**config.mk**
```make
export PLATFORM = sky130hd
export DESIGN_NAME = mem_stage_lsu
export DESIGN_NICKNAME = d
export VERILOG_FILES = /design/src/rtl/mem_stage_lsu.sv
export SDC_FILE = /design/constraint.sdc
export NUM_CORES = 1
export LEC_CHECK = 0
export BUFFER_PORTS_ARGS = -buffer_cell sky130_fd_sc_hd__buf_2
export CAP_MARGIN = 20
export CORE_AREA = 2 2 122 124
export CTS_BUF_LIST = sky130_fd_sc_hd__clkbuf_8
export DETAILED_ROUTE_END_ITERATION = 6
export DIE_AREA = 0 0 124 126
export PLACE_DENSITY = 0.68
export SYNTH_ARGS = -nofsm -noshare
export SYNTH_HDL_FRONTEND = slang
export SYNTH_SLANG_ARGS = --single-unit
```
**constraint.sdc**
```tcl
create_clock -name clk -period 3.9 [get_ports clk]
set_input_delay 0 -clock clk [delete_from_list [all_inputs] [get_ports clk]]
set_output_delay 0 -clock clk [all_outputs]
set_load 0.005 [all_outputs]
```
**src/rtl/mem_stage_lsu.sv**
```systemverilog
// ---------------------------------------------------------------------------
// mem_stage_lsu
//   Memory-stage load/store unit of the pipeline. Non-memory ops pass through
//   to the W registers in one cycle. Loads and stores stall the pipeline for
//   one IDLE cycle and then run a request/acknowledge bus transaction in BUS
//   until mem_ack arrives. Store lanes and data are replicated by access
//   size, and load data is aligned and sign- or zero-extended.
//
// Optional feature:
//   LSU_MISALIGN_TRAP_EN - when defined, a misaligned H/HU/W access issues no
//   bus request and no stall. It retires as a one-cycle misalign_errW with
//   reg_writeW=0. When undefined, misalign_errW is constant 0 and misaligned
//   accesses go to the bus using the address low bits as given.
//
// Ports:
//   clk, rst              clock and synchronous active-high reset
//   ALU_resultM           effective address, or result for non-memory ops
//   w_dataM               store data
//   rdM, pcplus4M         carried through to W
//   reg_writeM            register write enable of the M-stage op
//   mem_writeM            store indicator
//   result_srcM           2'b01 marks a load
//   funct3M               access size/sign (B, H, W, BU, HU)
//   mem_req/we/addr/wdata/be   data bus request side
//   mem_rdata, mem_ack    data bus response side
//   stallM                holds the EM register and all earlier stages
//   *W                    registered write-back stage outputs
// ---------------------------------------------------------------------------
module mem_stage_lsu (
    input  logic        clk,
    input  logic        rst,
    input  logic [31:0] ALU_resultM,
    input  logic [31:0] w_dataM,
    input  logic [4:0]  rdM,
    input  logic [31:0] pcplus4M,
    input  logic        reg_writeM,
    input  logic        mem_writeM,
    input  logic [1:0]  result_srcM,
    input  logic [2:0]  funct3M,
    output logic        mem_req,
    output logic        mem_we,
    output logic [31:0] mem_addr,
    output logic [31:0] mem_wdata,
    output logic [3:0]  mem_be,
    input  logic [31:0] mem_rdata,
    input  logic        mem_ack,
    output logic        stallM,
    output logic [31:0] ALU_resultW,
    output logic [31:0] read_dataW,
    output logic [4:0]  rdW,
    output logic [31:0] pcplus4W,
    output logic        reg_writeW,
    output logic [1:0]  result_srcW,
    output logic        misalign_errW
);

    typedef enum logic {
        IDLE = 1'b0,
        BUS  = 1'b1
    } state_t;

    state_t state;

    logic        is_load;
    logic        is_mem;
    logic        misalign;
    logic        trap;
    logic [3:0]  size_be;
    logic [31:0] load_data;
    logic [7:0]  load_byte;
    logic [15:0] load_half;

    // Operation classification
    always_comb begin
        is_load = (result_srcM == 2'b01);
        is_mem  = mem_writeM | is_load;
        misalign = 1'b0;
`ifdef LSU_MISALIGN_TRAP_EN
        misalign = ((funct3M[1:0] == 2'b01) && ALU_resultM[0]) ||
                   ((funct3M == 3'b010) && (ALU_resultM[1:0] != 2'b00));
`endif
        // A trapped access never leaves IDLE, so the trap only applies there.
        trap = is_mem && misalign && (state == IDLE);
    end

    // Stall: the IDLE cycle of a bus access, and every BUS cycle without ack.
    always_comb begin
        stallM = 1'b0;
        if (state == IDLE)
            stallM = is_mem && !misalign;
        else
            stallM = !mem_ack;
    end

    // Store lane enables and replicated write data by access size
    always_comb begin
        size_be   = 4'b1111;
        mem_wdata = w_dataM;
        case (funct3M[1:0])
            2'b00: begin
                size_be   = 4'b0001 << ALU_resultM[1:0];
                mem_wdata = {4{w_dataM[7:0]}};
            end
            2'b01: begin
                size_be   = 4'b0011 << {ALU_resultM[1], 1'b0};
                mem_wdata = {2{w_dataM[15:0]}};
            end
            default: begin
                size_be   = 4'b1111;
                mem_wdata = w_dataM;
            end
        endcase
    end

    // Bus request side; the EM register is held while in BUS, so these
    // stay stable until mem_ack.
    always_comb begin
        mem_addr = {ALU_resultM[31:2], 2'b00};
        mem_req  = 1'b0;
        mem_we   = 1'b0;
        mem_be   = '0;
        if (state == BUS) begin
            mem_req = 1'b1;
            mem_we  = mem_writeM;
            mem_be  = size_be;
        end
    end

    // Load lane selection and extension
    always_comb begin
        case (ALU_resultM[1:0])
            2'b00:   load_byte = mem_rdata[7:0];
            2'b01:   load_byte = mem_rdata[15:8];
            2'b10:   load_byte = mem_rdata[23:16];
            default: load_byte = mem_rdata[31:24];
        endcase
        load_half = ALU_resultM[1] ? mem_rdata[31:16] : mem_rdata[15:0];
        case (funct3M[1:0])
            2'b00: begin
                if (funct3M[2])
                    load_data = {24'h000000, load_byte};
                else
                    load_data = {{24{load_byte[7]}}, load_byte};
            end
            2'b01: begin
                if (funct3M[2])
                    load_data = {16'h0000, load_half};
                else
                    load_data = {{16{load_half[15]}}, load_half};
            end
            default: load_data = mem_rdata;
        endcase
    end

    // FSM and W registers. A bubble clears reg_writeW and misalign_errW
    // while the remaining W fields hold.
    always_ff @(posedge clk) begin
        if (rst) begin
            state         <= IDLE;
            ALU_resultW   <= '0;
            read_dataW    <= '0;
            rdW           <= '0;
            pcplus4W      <= '0;
            reg_writeW    <= 1'b0;
            result_srcW   <= '0;
            misalign_errW <= 1'b0;
        end else begin
            case (state)
                IDLE: begin
                    if (is_mem && !trap) begin
                        state         <= BUS;
                        reg_writeW    <= 1'b0;
                        misalign_errW <= 1'b0;
                    end else begin
                        ALU_resultW   <= ALU_resultM;
                        rdW           <= rdM;
                        pcplus4W      <= pcplus4M;
                        result_srcW   <= result_srcM;
                        reg_writeW    <= trap ? 1'b0 : reg_writeM;
                        misalign_errW <= trap;
                    end
                end
                BUS: begin
                    if (mem_ack) begin
                        state         <= IDLE;
                        ALU_resultW   <= ALU_resultM;
                        rdW           <= rdM;
                        pcplus4W      <= pcplus4M;
                        result_srcW   <= result_srcM;
                        reg_writeW    <= reg_writeM;
                        misalign_errW <= 1'b0;
                        if (is_load)
                            read_dataW <= load_data;
                    end else begin
                        reg_writeW    <= 1'b0;
                        misalign_errW <= 1'b0;
                    end
                end
                default: state <= IDLE;
            endcase
        end
    end

endmodule

```
==> reports/qor.log, run 1 <==
INFO  outcome        status=complete, no violations
INFO  critical_path  worstPathBufferInverterCount=2
INFO  final_layout   sequential_cell_area=2102µm²
INFO  routing        met3_wirelength=1362µm
INFO  placement      hpwl=12750µm
INFO  routing        totalWireLength=18430µm
INFO  floorplan      die-area=15620µm²
INFO  critical_path  critPathLaunchType=register
INFO  routing        viasPerCell=4.868
INFO  critical_path  worst-setup-path-type=register to output pin
INFO  final_layout   nets=1085
INFO  power          combPwrFrac=23.4%
INFO  floorplan      placement_rows=44
INFO  critical_path  worstPathRequired=3900ps
INFO  power          final_total_power=2.421mW
INFO  clock_tree     cts_tree=yes
INFO  global_route   pin_count_of_the_biggest_net_entering_global_routing=74
INFO  final_layout   synth_to_layout_area_growth=49.08%
INFO  clock_tree     cts.sinks=105
INFO  critical_path  slowest_stage=sky130_fd_sc_hd__o31ai_4
INFO  power          net-switching-power=0.7520mW
INFO  clock_tree     buffer_cell_driving_the_clock_tree_root=sky130_fd_sc_hd__clkbuf_8
INFO  global_route   number_of_global_route_vias_before_repair=5301
INFO  global_route   grt_pass1_wl=27150µm
INFO  synth          synthDominantAreaCellType=sky130_fd_sc_hd__dfxtp_1
INFO  flow_run       max_cap_violations=0
INFO  placement      count_of_input_and_output_buffers=315
INFO  synth          seq_area_frac_synth=42.48%
INFO  sta            totalNegativeSetupSlack=0ps
INFO  power          static-leakage-power=3.524nW
INFO  clock_tree     path_clk_slew=110ps
INFO  final_layout   drive_gt1_share=39.39%
INFO  critical_path  critical_path.max_fanout=73
INFO  clock_tree     postCtsResizedCells=0
INFO  synth          synth.cells.most_frequent=167 x sky130_fd_sc_hd__nand2_1, 105 x sky130_fd_sc_hd__dfxtp_1, 72 x sky130_fd_sc_hd__a21oi_1
INFO  critical_path  worst-r2r-setup-slack=1590ps
INFO  power          swShare=31.06%
INFO  power          cellPowerDensity=328.2nW/µm²
INFO  synth          ys_async_sr_fraction=0%
INFO  floorplan      chipHeight=126µm
INFO  synth          synthMostInstantiatedCell=sky130_fd_sc_hd__nand2_1
INFO  floorplan      core=14310µm²
INFO  routing        drcViolationCount=0
INFO  routing        initial_drt_markers=299
INFO  global_route   grt_usage=22.66%
INFO  floorplan      pin_count=319
INFO  sta            timing.fmax=415.6MHz
INFO  routing        drt-pass1-iter-count=5
INFO  critical_path  endpoint_kind=output pin
INFO  sta            final_min_period_over_clock_period=61.70%
INFO  clock_tree     post-cts-setup-buffer-count=0
INFO  sta            finClkSkew=11.85ps
INFO  synth          ys_types=39
INFO  sta            worst_slew_pin_slew=945.1ps
INFO  power          pwr-share-clk=28.4%
INFO  final_layout   fin_util=51.54%
INFO  sta            timing.slew.headroom=36.99%
INFO  placement      place.gp.congestion=0.7906
INFO  global_route   global_route.overflow_total=0
INFO  synth          syn-cell-area=4948µm²
INFO  placement      post_dp_cell_area=6200µm²
INFO  synth          synthDominantCellAreaShare=42.48%
INFO  synth          synthesis.instances=597
INFO  power          ir_drop=0.1638mV
INFO  routing        highest_layer=met4
INFO  critical_path  crit_chain=o31ai_4, inv_6, buf_2
INFO  final_layout   final.fill_count=1368
INFO  critical_path  critPathTopFamily=compound AO/OA/AOI/OAI gates
INFO  synth          postSynthAreaPerCell=8.289µm²
INFO  power          seqPwrFrac=48.3%
INFO  synth          synth_top_cells_by_area=sky130_fd_sc_hd__dfxtp_1 42%, sky130_fd_sc_hd__nand2_1 13%, sky130_fd_sc_hd__a21oi_1 7.3%
INFO  routing        met1Wirelength=6682µm
INFO  routing        num_vias=5511
INFO  sta            finalWorstSetupSlack=1494ps
INFO  clock_tree     cts_htree_levels=3
INFO  floorplan      initial_core_util=34.57%
INFO  sta            timing.final.max_slew_violations=0
INFO  floorplan      die_width=124µm
INFO  sta            hold_viol_final=0
INFO  critical_path  cp_slowest_stage_delay=870ps
INFO  synth          synth-seq-cells=105
INFO  final_layout   total_area_of_multi_input_combinational_cells=2235µm²
INFO  synth          dominantRegCellSynth=sky130_fd_sc_hd__dfxtp_1
INFO  global_route   antenna_violations_before_repair=1
INFO  routing        met2_length=9368µm
INFO  sta            finalSetupViolations=0
INFO  routing        drtAntennaViolNets=0
INFO  synth          yosys_warn_count=0
INFO  sta            grt_setup_unrepaired=no
INFO  clock_tree     clock_tree.buffer_depth=2
INFO  clock_tree     clock_buffer_count_from_cts=9
INFO  worst_hold_path hold_class=primary input to register
INFO  synth          synth-edff-count=0
INFO  routing        detail_route.wl_per_cell=16.28µm
INFO  final_layout   layout.cell_area.non_filler=7377µm²
INFO  clock_tree     worstSkewPairLatency=390ps
INFO  sta            fin_crit=2406ps
INFO  critical_path  crit_arrival=2410ps
INFO  power          internal-power=1.669mW
INFO  placement      post-place-ws=1605ps
## flip-flops by register name, indices dropped and copies added (netlist names)
register / cells
state: 1
result_srcW: 2
reg_writeW: 1
pcplus4W: 32
rdW: 5
read_dataW: 32
ALU_resultW: 32
## power groups by stage
stage               clock (mW)  combinational, mW  sequential [mW]
detailed placement           0              0.487             1.19
global route             0.758              0.623             1.18
global placement             0              0.482             1.19
floorplan                    0              0.286             1.20
finish                   0.687              0.566             1.17
CTS                      0.711              0.564             1.17
## placed cells by master (no fill, tap or decap), types with 3 or more instances in the layout
| cell | instances |
|---|---|
| sky130_fd_sc_hd__buf_2 | 314 |
| sky130_fd_sc_hd__dlygate4sd3_1 | 97 |
| sky130_fd_sc_hd__dfxtp_1 | 105 |
| sky130_fd_sc_hd__buf_4 | 6 |
| sky130_fd_sc_hd__nor2_1 | 35 |
| sky130_fd_sc_hd__nand2_1 | 167 |
| sky130_fd_sc_hd__a21o_1 | 7 |
| sky130_fd_sc_hd__a211oi_1 | 32 |
| sky130_fd_sc_hd__mux2_2 | 24 |
| sky130_fd_sc_hd__mux2i_1 | 9 |
| sky130_fd_sc_hd__conb_1 | 3 |
| sky130_fd_sc_hd__a22oi_1 | 7 |
| sky130_fd_sc_hd__o21ai_0 | 9 |
| sky130_fd_sc_hd__a21oi_1 | 72 |
| sky130_fd_sc_hd__a32oi_1 | 7 |
| sky130_fd_sc_hd__a21oi_2 | 5 |
| sky130_fd_sc_hd__a22o_1 | 8 |
| sky130_fd_sc_hd__clkbuf_8 | 9 |
## worst paths after layout
| path | end | start | cells after the start |
|---|---|---|---|
| max | stallM | state | 3 |
| max reg2reg | ALU_resultW[18] | state | 4 |
| min | read_dataW[15] | mem_rdata[15] | 4 |
| min reg2reg | ALU_resultW[6] | ALU_resultW[6] | 2 |
## tightest hold or removal path, cell delays in order
cell	delay (ps)
sky130_fd_sc_hd__buf_2	110
sky130_fd_sc_hd__nand3b_1	140
sky130_fd_sc_hd__o21ai_0	80
sky130_fd_sc_hd__a211oi_1	50
## final cells by class
class / instances / share of cell area [%]
Multi-Input combinational cell: 406 / 30.29
Inverter: 3 / 0.2205
Tap cell: 184 / 3.121
Antenna cell: 1 / 0.03392
Clock buffer: 9 / 1.679
Timing Repair Buffer: 417 / 35.07
Sequential cell: 105 / 28.49
Clock inverter: 7 / 1.085
## metal layers
metal / track usage [%] / up-vias
met1: 23.24 / 2495
met5: 0 / -
met2: 41.08 / 279
met4: 14.87 / 0
met3: 4.348 / 58
li1: - / 2679
## stage by stage
stage          cells  hold slack, ps
2_1_floorplan    599           80.82
3_3_place_gp    1017           181.2
3_5_place_dp    1018           178.9
4_1_cts         1131           6.072
5_1_grt         1132           20.97
6_report        1132           34.69
## logic make-up (layout without fill, tap and decap cells)
group | count (synthesis) | after routing | share of synthesized area (%)
buffers and inverters | 88 | 436 | 12.52
other | 1 | 4 | 0.07578
flip-flops | 105 | 105 | 42.48
multiplexers | 33 | 33 | 7.282
AND/OR/NAND/NOR | 218 | 218 | 17.78
AO/OA/AOI/OAI | 152 | 152 | 19.87
## what timing repair did
action                     4_1_cts  5_1_grt
hold buffers                    97        0
hold endpoints to repair        97        0
setup endpoints to repair        0        0
(Power assumes the default switching activity.)
==> inputs of run 2 (changes only) <==
Settings changed: ABC_AREA set to 1, CORE_AREA 2 2 122 124 to 2 2 126 128, DIE_AREA 0 0 124 126 to 0 0 128 130, PLACE_DENSITY 0.68 to 0.67.
Clock period 3.9 ns to 2.2 ns, I/O delays scaled along.
==> run 2 against run 1 <==
Worst setup slack worse by 1200 ps. Die area up 6.5%. Area after synthesis up 0.78%. Final area up 4.3%. Largest power group unchanged.
==> reports/qor.log, run 2 <==
INFO  outcome        status=complete, no violations
INFO  critical_path  worst-setup-path-type=register to register
INFO  placement      place.gp.congestion=0.8894 [+12%]
INFO  power          cellPowerDensity=584.3nW/µm² [+78%]
INFO  final_layout   layout_commonest_cell=sky130_fd_sc_hd__buf_2
INFO  sta            finalSetupViolations=0 [unchanged]
INFO  final_layout   drive_gt1_share=33.00% [-6.4 points]
INFO  synth          ys_async_sr_fraction=0% [unchanged]
INFO  synth          synthesis.instances=740 [+24%]
INFO  sta            hold_viol_final=0 [unchanged]
INFO  critical_path  crit_arrival=2170ps [-240 ps]
INFO  clock_tree     clock_buffer_count_from_cts=9 [unchanged]
INFO  clock_tree     post-cts-setup-buffer-count=0 [unchanged]
INFO  power          seqPwrFrac=47.3% [-1.0 points]
INFO  synth          synth-edff-count=0 [unchanged]
INFO  final_layout   fin_util=49.87% [-1.7 points]
INFO  routing        num_vias=6007 [+9.0%]
INFO  clock_tree     buffer_cell_driving_the_clock_tree_root=sky130_fd_sc_hd__clkbuf_8
INFO  worst_hold_path min_from=mem_rdata[31]
INFO  synth          dominantRegCellSynth=sky130_fd_sc_hd__dfxtp_1
INFO  final_layout   registers_with_the_most_flip_flops=ALU_resultW x32, pcplus4W x32, read_dataW x32
INFO  worst_hold_path worstHoldPathCells=5 [+1]
INFO  sta            fin_crit=1875ps
INFO  synth          postSynthAreaPerCell=6.740µm² [-19%]
INFO  synth          ys_types=26 [-33%]
INFO  clock_tree     postCtsResizedCells=0 [unchanged]
INFO  critical_path  r2r-end=read_dataW[9]
INFO  synth          synthDominantCellAreaShare=42.15% [-0.33 points]
INFO  final_layout   diodes=0 [-1]
INFO  synth          synthDominantAreaCellType=sky130_fd_sc_hd__dfxtp_1
INFO  floorplan      initial_core_util=32.33% [-2.2 points]
INFO  synth          syn-cell-area=4987µm² [+0.78%]
INFO  floorplan      core=15420µm² [+7.8%]
INFO  power          ir_drop=0.3657mV [+120%]
INFO  critical_path  worst-r2r-setup-slack=320ps [-1270 ps]
INFO  clock_tree     cts_tree=yes
INFO  routing        drcViolationCount=0 [unchanged]
INFO  clock_tree     cts_htree_levels=3 [unchanged]
INFO  routing        drtAntennaViolNets=0 [unchanged]
INFO  synth          synthMostInstantiatedCell=sky130_fd_sc_hd__nor2_1
INFO  global_route   grt_usage=20.31% [-2.4 points]
INFO  sta            timing.fmax=533.2MHz
INFO  routing        detail_route.wl_per_cell=13.98µm [-14%]
INFO  critical_path  critical-path-top-cell-by-count=sky130_fd_sc_hd__nand2_1
INFO  power          internal-power=3.130mW [+87%]
INFO  routing        totalWireLength=18190µm [-1.3%]
INFO  critical_path  setup.worst_path.start=state
INFO  global_route   antenna_violations_before_repair=0 [-1]
INFO  power          swShare=30.36% [-0.69 points]
INFO  floorplan      pin_count=319 [unchanged]
INFO  sta            finClkSkew=14.12ps [+2.270 ps]
INFO  placement      count_of_input_and_output_buffers=315 [unchanged]
INFO  global_route   grt_pass1_wl=26680µm [-1.7%]
INFO  clock_tree     cts.sinks=105 [unchanged]
INFO  clock_tree     cts_hold_repair.buffers=104 [+7.2%]
INFO  synth          seq_area_frac_synth=42.15% [-0.33 points]
INFO  sta            timing.final.max_slew_violations=0 [unchanged]
INFO  global_route   number_of_global_route_vias_before_repair=5415 [+2.2%]
INFO  critical_path  worst-r2r-cell-count=7 [+3]
INFO  critical_path  worstReg2RegStart=state
INFO  critical_path  cp_slowest_stage_delay=580ps [-290 ps]
INFO  global_route   pin_count_of_the_biggest_net_entering_global_routing=58 [-22%]
INFO  critical_path  critical_path.max_fanout=30 [-59%]
INFO  placement      hpwl=12570µm [-1.4%]
INFO  global_route   global_route.overflow_total=0 [unchanged]
INFO  floorplan      placement_rows=46 [+4.5%]
INFO  final_layout   synth_to_layout_area_growth=54.24%
INFO  final_layout   mostFrequentLayoutCells=315 x sky130_fd_sc_hd__buf_2, 198 x sky130_fd_sc_hd__nor2_1, 119 x sky130_fd_sc_hd__nand2_1, 106 x sky130_fd_sc_hd__o21ai_0, 105 x sky130_fd_sc_hd__dfxtp_1
INFO  power          net-switching-power=1.365mW [+81%]
INFO  critical_path  critPathLaunchType=register
INFO  clock_tree     clock_tree.buffer_depth=2 [unchanged]
INFO  critical_path  crit_chain=nand2_1, nor2_4, buf_4, nand4_1, dlygate4sd3_1, nand2_1, inv_1
INFO  synth          synth.cells.most_frequent=199 x sky130_fd_sc_hd__nor2_1, 120 x sky130_fd_sc_hd__nand2_1, 106 x sky130_fd_sc_hd__o21ai_0
INFO  power          static-leakage-power=4.186nW [+19%]
INFO  power          pwr-share-clk=29.0% [+0.6 points]
INFO  floorplan      die_width=128µm [+3.2%]
INFO  routing        viasPerCell=4.617 [-5.2%]
INFO  flow_run       max_cap_violations=0 [unchanged]
INFO  sta            totalNegativeSetupSlack=0ps [unchanged]
INFO  worst_hold_path whs_endpoint=read_dataW[31]
INFO  sta            timing.slew.headroom=58.42% [+21 points]
INFO  sta            worst_slew_pin_slew=619.5ps [-325.6 ps]
INFO  routing        drt-pass1-iter-count=5 [unchanged]
INFO  final_layout   nets=1247 [+15%]
INFO  synth          synth_top_cells_by_area=sky130_fd_sc_hd__dfxtp_1 42%, sky130_fd_sc_hd__nor2_1 15%, sky130_fd_sc_hd__o21ai_0 11%
INFO  floorplan      die-area=16640µm² [+6.5%]
INFO  floorplan      chipHeight=130µm [+3.2%]
INFO  clock_tree     path_clk_slew=100ps [about the same]
INFO  critical_path  endpoint_kind=register
INFO  sta            grt_setup_unrepaired=no
INFO  critical_path  worstPathRequired=2490ps [-1410 ps]
INFO  routing        initial_drt_markers=281 [-6.0%]
INFO  sta            final_min_period_over_clock_period=85.25%
INFO  critical_path  slowest_stage=sky130_fd_sc_hd__dlygate4sd3_1
INFO  synth          yosys_warn_count=0 [unchanged]
INFO  worst_hold_path hold_class=primary input to register
INFO  power          combPwrFrac=23.8% [+0.4 points]
INFO  synth          synth-seq-cells=105 [unchanged]
INFO  clock_tree     worstSkewPairLatency=390ps [about the same]
==> run 2: cell count changes in the layout (fill, tap and decap cells not counted), sizes merged, moves of 32 or more <==
cell / previous run / this run
nand2: 167 / 124
a211oi: 33 / 1
inv: 5 / 67
nor2: 36 / 200
a21oi: 77 / 17
o21ai: 9 / 117
==> run 2: cell type report <==
cell class	instances	area (µm²)
clock inverter	6	72.57
fill	1536	7732
multi-input combinational	490	2161
timing repair buffer	433	2735
sequential	105	2102
tap	192	240.2
inverter	65	244.0
clock buffer	10	137.6
==> run 2: cell families (layout without fill, tap and decap cells) <==
logic type,count (synthesis),after routing,synth area share [%]
and+or+nand+nor,340,340,26.79
DFF,105,105,42.15
buffers and inverters,147,514,14.88
other,1,3,0.07519
AOI/OAI and AO/OA,147,147,16.11
==> run 2: critical path, delay by kind of cell, from the launching register on <==
family	cells	cell delay [ps]
buffers and inverters	3	900
flip-flops	1	380
AND/OR/NAND/NOR	4	490
==> run 2: power groups by stage <==
stage          combinational [mW]  clock (mW)  sequential (mW)
2_1_floorplan               0.463           0             2.18
5_1_grt                      1.18        1.41             2.14
6_report                     1.07        1.30             2.12
4_1_cts                      1.06        1.34             2.12
3_3_place_gp                0.915           0             2.17
3_5_place_dp                0.926           0             2.16
==> run 2: worst max-delay path by stage <==
stage,depth (start not counted),to
6_report,7,read_dataW[9]
4_1_cts,7,read_dataW[10]
3_5_place_dp,7,ALU_resultW[25]
2_1_floorplan,7,read_dataW[16]
5_1_grt,7,read_dataW[10]
3_3_place_gp,6,pcplus4W[13]
==> run 2: stage by stage <==
step	instances	instance area (µm²)	hold slack, ps	setup slack, ps	total power [mW]
detailed placement	1181	6441	181.4	708.0	3.090
global route	1301	7692	46.88	173.3	4.737
floorplan	742	4995	80.00	931.2	2.641
finish	1301	7692	46.17	324.6	4.495
global placement	1181	6441	181.8	769.9	3.081
CTS	1301	7692	3.653	339.0	4.519
==> run 2: routing by layer <==
layer,routed length [µm],share of wire [%],global-route usage [%],up-vias
met5,0,0,0,-
met4,529,2.9,8.597,0
met3,927,5.1,3.526,41
met2,9298,51,36.71,262
met1,7435,41,23.80,2700
li1,-,-,-,3004
==> inputs of run 3 (changes only) <==
Settings changed: BUFFER_PORTS_ARGS -buffer_cell sky130_fd_sc_hd__buf_2 to -buffer_cell sky130_fd_sc_hd__clkbuf_2.
==> run 3 against run 2 <==
Die area did not move. Cell count barely moved. Largest cell class unchanged. Critical endpoint is now read_dataW[11]. Sequential power barely moved. Total power fell by 0.90%.
==> reports/qor.log, run 3 (synthesis gave the netlist of run 2 again) <==
INFO  sta            finalSetupViolations=0 [unchanged]
INFO  power          swShare=30.46% [+0.095 points]
INFO  final_layout   final.fill_count=1511 [-1.6%]
INFO  sta            fin_crit=2046ps [+170.4 ps]
INFO  critical_path  worst-r2r-setup-slack=150ps [-170 ps]
INFO  global_route   pin_count_of_the_biggest_net_entering_global_routing=57 [-1.7%]
INFO  sta            grt_setup_unrepaired=no
INFO  final_layout   layout.cell_area.non_filler=7710µm² [+0.23%]
INFO  global_route   antenna_violations_before_repair=0 [unchanged]
INFO  clock_tree     cts.sinks=105 [unchanged]
INFO  clock_tree     clock_tree.buffer_depth=2 [unchanged]
INFO  final_layout   synth_to_layout_area_growth=54.59%
INFO  floorplan      core=15420µm² [unchanged]
INFO  routing        totalWireLength=18320µm [+0.69%]
INFO  routing        initial_drt_markers=372 [+32%]
INFO  critical_path  r2r-end=read_dataW[11]
INFO  placement      place.gp.congestion=0.9074 [+2.0%]
INFO  final_layout   diodes=0 [unchanged]
INFO  clock_tree     cts_tree=yes
INFO  final_layout   mostFrequentLayoutCells=315 x sky130_fd_sc_hd__clkbuf_2, 198 x sky130_fd_sc_hd__nor2_1, 119 x sky130_fd_sc_hd__nand2_1, 106 x sky130_fd_sc_hd__o21ai_0, 105 x sky130_fd_sc_hd__dfxtp_1
INFO  clock_tree     buffer_cell_driving_the_clock_tree_root=sky130_fd_sc_hd__clkbuf_8
INFO  final_layout   registers_with_the_most_flip_flops=ALU_resultW x32, pcplus4W x32, read_dataW x32
INFO  power          static-leakage-power=4.153nW [-0.79%]
INFO  routing        num_vias=6080 [+1.2%]
INFO  power          seqPwrFrac=47.8% [+0.5 points]
INFO  power          pwr-share-clk=27.6% [-1.4 points]
INFO  routing        drtAntennaViolNets=0 [unchanged]
INFO  critical_path  worstPathRequired=2480ps [about the same]
INFO  floorplan      placement_rows=46 [unchanged]
INFO  sta            finClkSkew=9.042ps [-5.080 ps]
INFO  routing        drt-pass1-iter-count=5 [unchanged]
INFO  global_route   grt_usage=20.60% [+0.30 points]
INFO  placement      post-place-ws=521.5ps [-186.5 ps]
INFO  routing        viasPerCell=4.670 [+1.1%]
INFO  critical_path  critical_path.max_fanout=15 [-50%]
INFO  critical_path  worst-setup-path-type=register to register
INFO  worst_hold_path whs_endpoint=read_dataW[24]
INFO  sta            timing.final.max_slew_violations=0 [unchanged]
INFO  sta            timing.slew.headroom=56.11% [-2.3 points]
INFO  floorplan      die_width=128µm [unchanged]
INFO  sta            timing.fmax=488.8MHz [-8.3%]
INFO  sta            hold_viol_final=0 [unchanged]
INFO  flow_run       max_cap_violations=0 [unchanged]
INFO  floorplan      chipHeight=130µm [unchanged]
INFO  placement      count_of_input_and_output_buffers=315 [unchanged]
INFO  clock_tree     path_clk_slew=110ps [about the same]
INFO  final_layout   nets=1249 [+0.16%]
INFO  floorplan      initial_core_util=32.33% [unchanged]
INFO  clock_tree     post-cts-setup-buffer-count=0 [unchanged]
INFO  clock_tree     postCtsResizedCells=0 [unchanged]
INFO  sta            worst_slew_pin_slew=654.0ps [+34.55 ps]
INFO  critical_path  endpoint_kind=register
INFO  critical_path  worst-r2r-cell-count=7 [unchanged]
INFO  sta            finalWorstSetupSlack=154.1ps [-170.4 ps]
INFO  power          internal-power=3.097mW [-1.0%]
INFO  clock_tree     worstSkewPairLatency=380ps [about the same]
INFO  clock_tree     cts_htree_levels=3 [unchanged]
INFO  clock_tree     clock_buffer_count_from_cts=9 [unchanged]
INFO  power          net-switching-power=1.357mW [-0.59%]
INFO  worst_hold_path hold_class=primary input to register
INFO  global_route   number_of_global_route_vias_before_repair=5527 [+2.1%]
INFO  placement      hpwl=12720µm [+1.2%]
INFO  routing        drcViolationCount=0 [unchanged]
INFO  global_route   global_route.overflow_total=0 [unchanged]
INFO  worst_hold_path worstHoldPathCells=5 [unchanged]
INFO  global_route   grt_pass1_wl=27110µm [+1.6%]
INFO  power          cellPowerDensity=577.7nW/µm² [-1.1%]
INFO  outcome        status=complete, no violations
INFO  floorplan      pin_count=319 [unchanged]
INFO  worst_hold_path min_from=mem_rdata[24]
INFO  critical_path  crit_arrival=2330ps [+160 ps]
INFO  critical_path  worstReg2RegStart=state
INFO  power          ir_drop=0.3530mV [-3.5%]
INFO  placement      post_dp_cell_area=6481µm² [+0.62%]
INFO  sta            final_min_period_over_clock_period=92.99% [+7.7 points]
INFO  routing        detail_route.wl_per_cell=14.07µm [+0.62%]
INFO  sta            totalNegativeSetupSlack=0ps [unchanged]
INFO  final_layout   layout_commonest_cell=sky130_fd_sc_hd__clkbuf_2
INFO  floorplan      die-area=16640µm² [unchanged]
INFO  critical_path  critPathLaunchType=register
INFO  power          combPwrFrac=24.6% [+0.8 points]
INFO  final_layout   drive_gt1_share=33.15% [+0.15 points]
## run 3: power by group through the flow
stage	sequential [mW]	clock [mW]	combinational (mW)
after floorplan	2.18	0	0.463
after global placement	2.17	0	0.936
after detailed placement	2.17	0	0.941
after CTS	2.13	1.28	1.08
after global routing	2.15	1.34	1.21
final	2.13	1.23	1.10
## run 3: layout make-up
class / count / area (µm²) / area share [%]
Clock inverter: 6 / 67.56 / 0.8763
Clock buffer: 9 / 123.9 / 1.607
Tap cell: 192 / 240.2 / 3.116
Inverter: 65 / 244.0 / 3.165
Sequential cell: 105 / 2102 / 27.26
Multi-Input combinational cell: 491 / 2167 / 28.11
Timing Repair Buffer: 434 / 2765 / 35.86
## run 3: how the worst max path moves through the flow
stage                                 to  slack [ps]  cells after the start  start
after floorplan           read_dataW[16]         930                      7  state
after global placement     read_dataW[7]         580                      5  state
after detailed placement   read_dataW[7]         520                      5  state
after CTS                 read_dataW[10]          30                      7  state
after global routing      read_dataW[11]          40                      7  state
final                     read_dataW[11]         150                      7  state
## run 3: critical path, stage by stage, from the launching register on
cell and delay (ps):
sky130_fd_sc_hd__dfxtp_1 380, sky130_fd_sc_hd__nand2_1 160, sky130_fd_sc_hd__nor2_4 350, sky130_fd_sc_hd__buf_4 250, sky130_fd_sc_hd__nand4_1 120, sky130_fd_sc_hd__dlygate4sd3_1 590, sky130_fd_sc_hd__nand2_1 60, sky130_fd_sc_hd__inv_1 30
## run 3: metrics by stage
step           cells  power (mW)  utilization (%)  hold WS [ps]
5_1_grt         1302       4.698            49.98         89.28
6_report        1302       4.454            49.98         75.91
2_1_floorplan    742       2.641                -         80.00
3_5_place_dp    1183       3.109            42.02         186.8
3_3_place_gp    1183       3.102            42.02         186.7
4_1_cts         1301       4.491            49.94         44.12
## run 3: repair_timing
action | in CTS | in global routing
hold buffers | 103 | 0
setup endpoints to repair | 0 | 7
endpoints found under the hold margin | 96 | 0
## run 3: per-layer routing
layer,part of all wire [%],global-route usage (%),vias up
li1,-,-,3008
met1,39,23.27,2732
met2,51,37.56,292
met3,7.1,4.715,48
met4,3.1,8.533,0
met5,0,0,-
